File: src/rtl/stream_packet_mux.sv
// Packet-locked N:1 stream multiplexer driven by an external round-robin arbiter.
// One packet at a time is forwarded through a single registered output stage.
module stream_packet_mux #(
  parameter int STREAM_COUNT = 2,
  parameter int T_DATA_WIDTH = 8,
  parameter int T_QOS__WIDTH = 4,
  parameter int T_ID___WIDTH = $clog2(STREAM_COUNT),
  localparam int QW = (T_QOS__WIDTH > 0) ? T_QOS__WIDTH : 1
) (
  input  logic                                       clk,
  input  logic                                       nrst,
  input  logic [STREAM_COUNT-1:0]                    s_valid,
  input  logic [STREAM_COUNT-1:0][T_DATA_WIDTH-1:0]  s_data,
  input  logic [STREAM_COUNT-1:0][QW-1:0]            s_qos,
  input  logic [STREAM_COUNT-1:0]                    s_last,
  output logic [STREAM_COUNT-1:0]                    s_ready,
  output logic                                       arb_en,
  output logic [STREAM_COUNT-1:0]                    arb_req,
  output logic [STREAM_COUNT-1:0][QW-1:0]            arb_qos,
  input  logic [STREAM_COUNT-1:0]                    arb_grant,
  output logic                                       m_valid,
  output logic [T_DATA_WIDTH-1:0]                    m_data,
  output logic [QW-1:0]                              m_qos,
  output logic                                       m_last,
  output logic [T_ID___WIDTH-1:0]                    m_id,
  input  logic                                       m_ready
);

  localparam int IW = T_ID___WIDTH;
  localparam logic [STREAM_COUNT-1:0] GRANT_ONE = {{(STREAM_COUNT-1){1'b0}}, 1'b1};

  typedef enum logic [1:0] {
    IDLE = 2'd0,
    ARB  = 2'd1,
    XFER = 2'd2
  } state_t;

  state_t          state_r;
  state_t          state_nxt_s;
  logic [IW-1:0]   sel_r;
  logic [IW-1:0]   sel_nxt_s;
  logic [IW-1:0]   grant_idx_s;
  logic            grant_onehot_s;
  logic            out_free_s;
  logic            in_hs_s;

  assign arb_req = s_valid;
  assign arb_qos = s_qos;

  assign out_free_s     = !m_valid || m_ready;
  assign in_hs_s        = (state_r == XFER) && s_valid[sel_r] && out_free_s;
  assign grant_onehot_s = (arb_grant != {STREAM_COUNT{1'b0}}) &&
                          ((arb_grant & (arb_grant - GRANT_ONE)) == {STREAM_COUNT{1'b0}});

  // Grant decode: OR of the indices of set bits; only meaningful when one-hot.
  always_comb begin
    grant_idx_s = {IW{1'b0}};
    for (int i = 0; i < STREAM_COUNT; i++) begin
      grant_idx_s = grant_idx_s | ({IW{arb_grant[i]}} & IW'(i));
    end
  end

  // Next-state, selection and handshake outputs.
  always_comb begin
    state_nxt_s = state_r;
    sel_nxt_s   = sel_r;
    arb_en      = 1'b0;
    s_ready     = {STREAM_COUNT{1'b0}};
    case (state_r)
      IDLE: begin
        if (|s_valid) begin
          // arb_en is combinational, so it is also held low while reset is asserted.
          arb_en      = nrst;
          state_nxt_s = ARB;
        end else begin
          state_nxt_s = IDLE;
        end
      end
      ARB: begin
        if (grant_onehot_s) begin
          sel_nxt_s   = grant_idx_s;
          state_nxt_s = XFER;
        end else begin
          state_nxt_s = IDLE;
        end
      end
      XFER: begin
        s_ready[sel_r] = out_free_s;
        if (in_hs_s && s_last[sel_r]) begin
          state_nxt_s = IDLE;
        end else begin
          state_nxt_s = XFER;
        end
      end
      default: begin
        state_nxt_s = IDLE;
      end
    endcase
  end

  // FSM state and packet-lock selection register.
  always_ff @(posedge clk or negedge nrst) begin
    if (!nrst) begin
      state_r <= IDLE;
      sel_r   <= {IW{1'b0}};
    end else begin
      state_r <= state_nxt_s;
      sel_r   <= sel_nxt_s;
    end
  end

  // Output stage: loads on input handshake, otherwise drains or holds.
  always_ff @(posedge clk or negedge nrst) begin
    if (!nrst) begin
      m_valid <= 1'b0;
      m_data  <= {T_DATA_WIDTH{1'b0}};
      m_qos   <= {QW{1'b0}};
      m_last  <= 1'b0;
      m_id    <= {IW{1'b0}};
    end else if (in_hs_s) begin
      m_valid <= 1'b1;
      m_data  <= s_data[sel_r];
      m_qos   <= s_qos[sel_r];
      m_last  <= s_last[sel_r];
      m_id    <= sel_r;
    end else if (m_valid && m_ready) begin
      m_valid <= 1'b0;
    end else begin
      m_valid <= m_valid;
    end
  end

endmodule

File: config.mk
export PLATFORM = sky130hd
export DESIGN_NAME = stream_packet_mux
export DESIGN_NICKNAME = d
export VERILOG_FILES = /design/src/rtl/stream_packet_mux.sv
export SDC_FILE = /design/constraint.sdc
export NUM_CORES = 1
export LEC_CHECK = 0
export BUFFER_PORTS_ARGS = -buffer_cell sky130_fd_sc_hd__buf_2
export CORE_MARGIN = 3
export CORE_UTILIZATION = 42
export DETAILED_ROUTE_END_ITERATION = 6
export PLACE_DENSITY = 0.79
export SLEW_MARGIN = 10
export SYNTH_ARGS = -nofsm -noshare
export SYNTH_HDL_FRONTEND = slang
export SYNTH_SLANG_ARGS = --single-unit
export TNS_END_PERCENT = 20
File: constraint.sdc
create_clock -name clk -period 1.94 [get_ports clk]
set_input_delay 0.194 -clock clk [delete_from_list [all_inputs] [get_ports clk]]
set_output_delay 0.194 -clock clk [all_outputs]
set_load 0.05 [all_outputs]
After elaboration in Yosys (flattened, before gate mapping)
Cells that the tools add are included.
Widths: inputs -> output; s select.

operators by class
  equal/unequal tests = 2
  $add $sub $neg = 1
  magnitude comparators = 2
  bitwise gates (word level) = 2
  muxes and demuxes = 19
  reduce and logical (&&, ||, !) cells = 14

operator list
  kind                 count
  $mux 8               2
  $mux 1               10
  $mux 4               2
  $logic_and 1x1->1    6
  $mux 2               3
  $pmux 2 s3           1
  $and 2x2->2          2
  $logic_not 2->1      2
  $reduce_bool 2->1    2
  $eq 2x1->1 const B   1
  $eq 2x2->1 const B   1
  $lt 1x2->1 const B   1
  $reduce_and 2->1     1
  $reduce_or 2->1      1
  $sub 2x1->2 const B  1
  $demux 1 s1          1
  $ge 1x1->1 const B   1
  $logic_not 1->1      1
  $logic_or 1x1->1     1

word-level totals
  bits in registers = 18
  output and inout port bits = 28
  word-level logic and storage cells = 47
  bits of input ports = 33

Logic depth before layout (Yosys ltp)
  word-level depth = 7
  mapped depth = 5
  gate-level depth less buffers = 3

Least setup slack after synthesis
OpenSTA, ideal clock, no wires.

  kind = reg2out
  start = register m_valid
  end = output port s_ready[1]
  setup slack = -0.254 ns
  arrival time = 2.000 ns
  buffers on the path = 0
  stages on the path, launching flop included = 3
  data required time = 1.746 ns
  cell sequence = dfrtp_1 -> nor2b_1 -> nor3b_1

on the way
  longest elaborated chain between the ends = 4

ends and longest elaborated chain
  item                      line  RTL
  start: declaration        21    output logic m_valid,
  start signal: assignment  129   m_valid <= m_valid;
  $logic_not 1->1           50    assign out_free_s = !m_valid || m_ready;
  $logic_or 1x1->1          50
  $and 2x2->2 (no line)     -
  $mux 2                    69    case (state_r)
  end: declaration          16    output logic [STREAM_COUNT-1:0] s_ready,

Every way passes these cells.

Final worst setup path
  start = register sel_r
  end = output port s_ready[1]

on the way
  longest elaborated chain between the ends = 6
  elaborated cells on any way between the ends = 7
  classes of those cells = order compare (2); mux (3); bitwise (1); reduce/logical (1)

ends and longest elaborated chain
  item                                                                   line  RTL
  start: declaration                                                     40    logic [IW-1:0] sel_r;
  start signal: assignment                                               105   sel_r <= {IW{1'b0}};
  start signal: assignment                                               108   sel_r <= sel_nxt_s;
  $lt 1x2->1 (implied by the code) / $ge 1x1->1 (equally long branches)  88    s_ready[sel_r] = out_free_s;
  $logic_and 1x1->1 (implied by the code)                                88
  $mux 1 (implied by the code)                                           88
  $demux 1 s1 (*)                                                        88
  $and 2x2->2 (no line) (*)                                              -
  $mux 2 (*)                                                             69

Mark *: on every way between the ends. The rest lies on a longest branch, timed or not.

==> results.md <==
* Synth Instances at 77
* Antenna violations before repair at 0
* Die height at between 50 and 60 microns
* I/O pin cnt at 61
* Layout cell share with drive strength beyond 1 at a little under three quarters
* Fin nets at roughly 170
* Initial Util at between 40 and 50%
* Avg WL per Cell at 12.3 microns
* Pwr Total at between 2000 and 2500 uW
* Warnings, synthesis at 0
* Status: finished clean
* Iter 0 DRT Violations at 3
* Element type at the critical path start: register
* DR pass1 iterations at 2
* CTS max path bufs at 2
* CTS buffer count at 3
* Vias in the first global route at 730
* GRT Total Usage at between 10% and 20%
* Syn avg cell area at roughly 13 sq um
* CTS sink count at 18
* First-pass GRT wire length at about 2.9 mm
* Die area at between 2000 and 3000 sq um
* PD cells at ~1800 nW/um^2
* Critical path peak fanout at 18
* RSZ-0062 raised after global routing: no
* Drt total wl at roughly 2 mm
* Pin count of the biggest net entering global routing at 19
* H-tree level count at 1
* Crit path capture type: output port
* Critical Path RT at 1750 ps
* Final Cell Area at ~1300 sq um
* Final Hold Fails at 0
* Setup Viol. Count Final at 0
* DRC viols at 0
* Layout area overhead at 30.8%
* Finished Core Util at between 60% and 70%
* Fillers at 179
* Clk_lat worst skew at a little under 300 ps
* Core box area at roughly 2100 sq um
* Syn_nets at 110
* CTS root buf: clkbuf_4
* Unique masters post-synth at 21
* ANT cells at 0
* Via Count at between 700 and 800
* Fin crit period at 1640 ps
* Die W at between 50 and 60 microns
* Slew Viols, Final at 0
* Critical path arrival at 1450 ps
* Peak VDD IR at 0.000996 V
* Setup slack after layout at between 200 and 300 ps
* Max cap viols at 0
* Crit path kind: reg2out
* Postcts setup bufs at 0
* Row count at 16
* GRT Residual Overflow at 0
* Placer Congestion at around 0.72
* Sequential-to-total area share from yosys stat at a little under half
* Layout Skew at around 0.92 ps
* Maximum clock rate at ~610 MHz
* Leak at 0.000648 uW
* CTS tree: built
* Worst hold path class: in2reg
* Worst-margin pin slew at approximately 450 ps
* Vias per cell at around 4.8
* Post-Syn Area at between 900 and 1000 sq um
* Clock-pin slew on the worst setup and hold paths at approximately 100 ps
* Placement Setup Slack at roughly 370 ps
* Slew headroom at between 60% and 70%
* Antenna viol nets, final at 0
* Placed Area at 1250 sq um
* Tcrit/Tclk final at 84.7%
* Post-DP HPWL at 1.59 mm
* PortBufs at 60
* Seq cells post-synth at 18
==> cells by family (layout without fill, tap and decap cells) <==
kind of cell,after synthesis,in the layout,synth area share (%)
multiplexers,27,27,31.7
flip-flops,18,18,45.5
buffers and inverters,15,70,11.1
AND/OR/NAND/NOR,10,10,6.95
AO/OA/AOI/OAI,6,6,3.79
XOR/XNOR,1,1,0.885
==> through the flow <==
stage	hold slack, ps	TNS [ps]	std cells
after floorplan	-102	-179	77
after global placement	176	0	154
after detailed placement	181	0	154
after CTS	106	0	159
after global routing	128	0	159
final	115	0	159
==> worst max-delay path, stage by stage (launching register included) <==
cell     delay, ps
dfrtp_1        420
buf_4          270
nor3b_2        190
buf_2          280
==> power by group <==
part	switching (uW)	internal [uW]
Sequential	97.0	559
Combinational	939	443
Clock	114	114
==> registers in the layout (all words and copies together) (netlist names) <==
name / flops
m_id: 1
m_qos: 4
m_data: 8
sel_r: 1
m_valid: 1
state_r: 2
m_last: 1
==> placed cells by master (no fill, tap or decap), drive strengths merged <==
cell type,n
nor3b,1
o21ai,2
a31oi,1
and2,1
nor3,3
mux2i,2
nor2,1
buf,63
mux2,25
o21bai,2
o22ai,1
xnor2,1
inv,2
nor2b,1
dfrtp,18
dlygate4sd3,1
clkbuf,4
nor4,1
nand2b,2
==> path summary, 6_finish.rpt <==
check / from / to / slack, ps / cells after the start
worst min-delay path: arb_grant[0] / sel_r / 110 / 2
worst min register to register: state_r[0] / state_r[0] / 500 / 1
max in group asynchronous: nrst / sel_r / 1350 / 3
worst max register to register: state_r[0] / m_qos[3] / 370 / 4
min in group asynchronous: nrst / state_r[0] / 400 / 3
worst max-delay path: sel_r / s_ready[1] / 300 / 3
==> final cells by class <==
type / count / area (sq um) / share of cell area, %
sequential: 18 / 450 / 34.8
multi-input combinational: 44 / 434 / 33.5
timing repair buffer: 64 / 333 / 25.7
clock buffer: 4 / 36.3 / 2.80
tap: 27 / 33.8 / 2.61
inverter: 2 / 7.51 / 0.580
==> synthesized netlist by cell type (all sizes together) <==
library cell  instances  area [sq um]
a31oi                 1          6.26
and2                  1          6.26
buf                  13           103
dfrtp                18           450
inv                   2          7.51
mux2                 25           282
mux2i                 2          32.5
nand2b                2          12.5
nor2                  1          3.75
nor2b                 1          6.26
nor3                  3          26.3
nor3b                 1          7.51
nor4                  1          6.26
o21ai                 2          10.0
o21bai                2          15.0
o22ai                 1          6.26
xnor2                 1          8.76
==> what timing repair did <==
item                                   4_1_cts  5_1_grt
gates resized for setup                      0        0
hold buffers                                 1        0
endpoints found under the hold margin       18        0
==> routing by layer <==
metal	up-vias	wire, microns	GRT usage, %
met2	43	959	25.7
met4	0	0	2.49
li1	373	-	-
met5	-	0	0
met1	343	772	15.0
met3	0	227	4.63
Note: power is estimated with default switching activity, not from simulation.
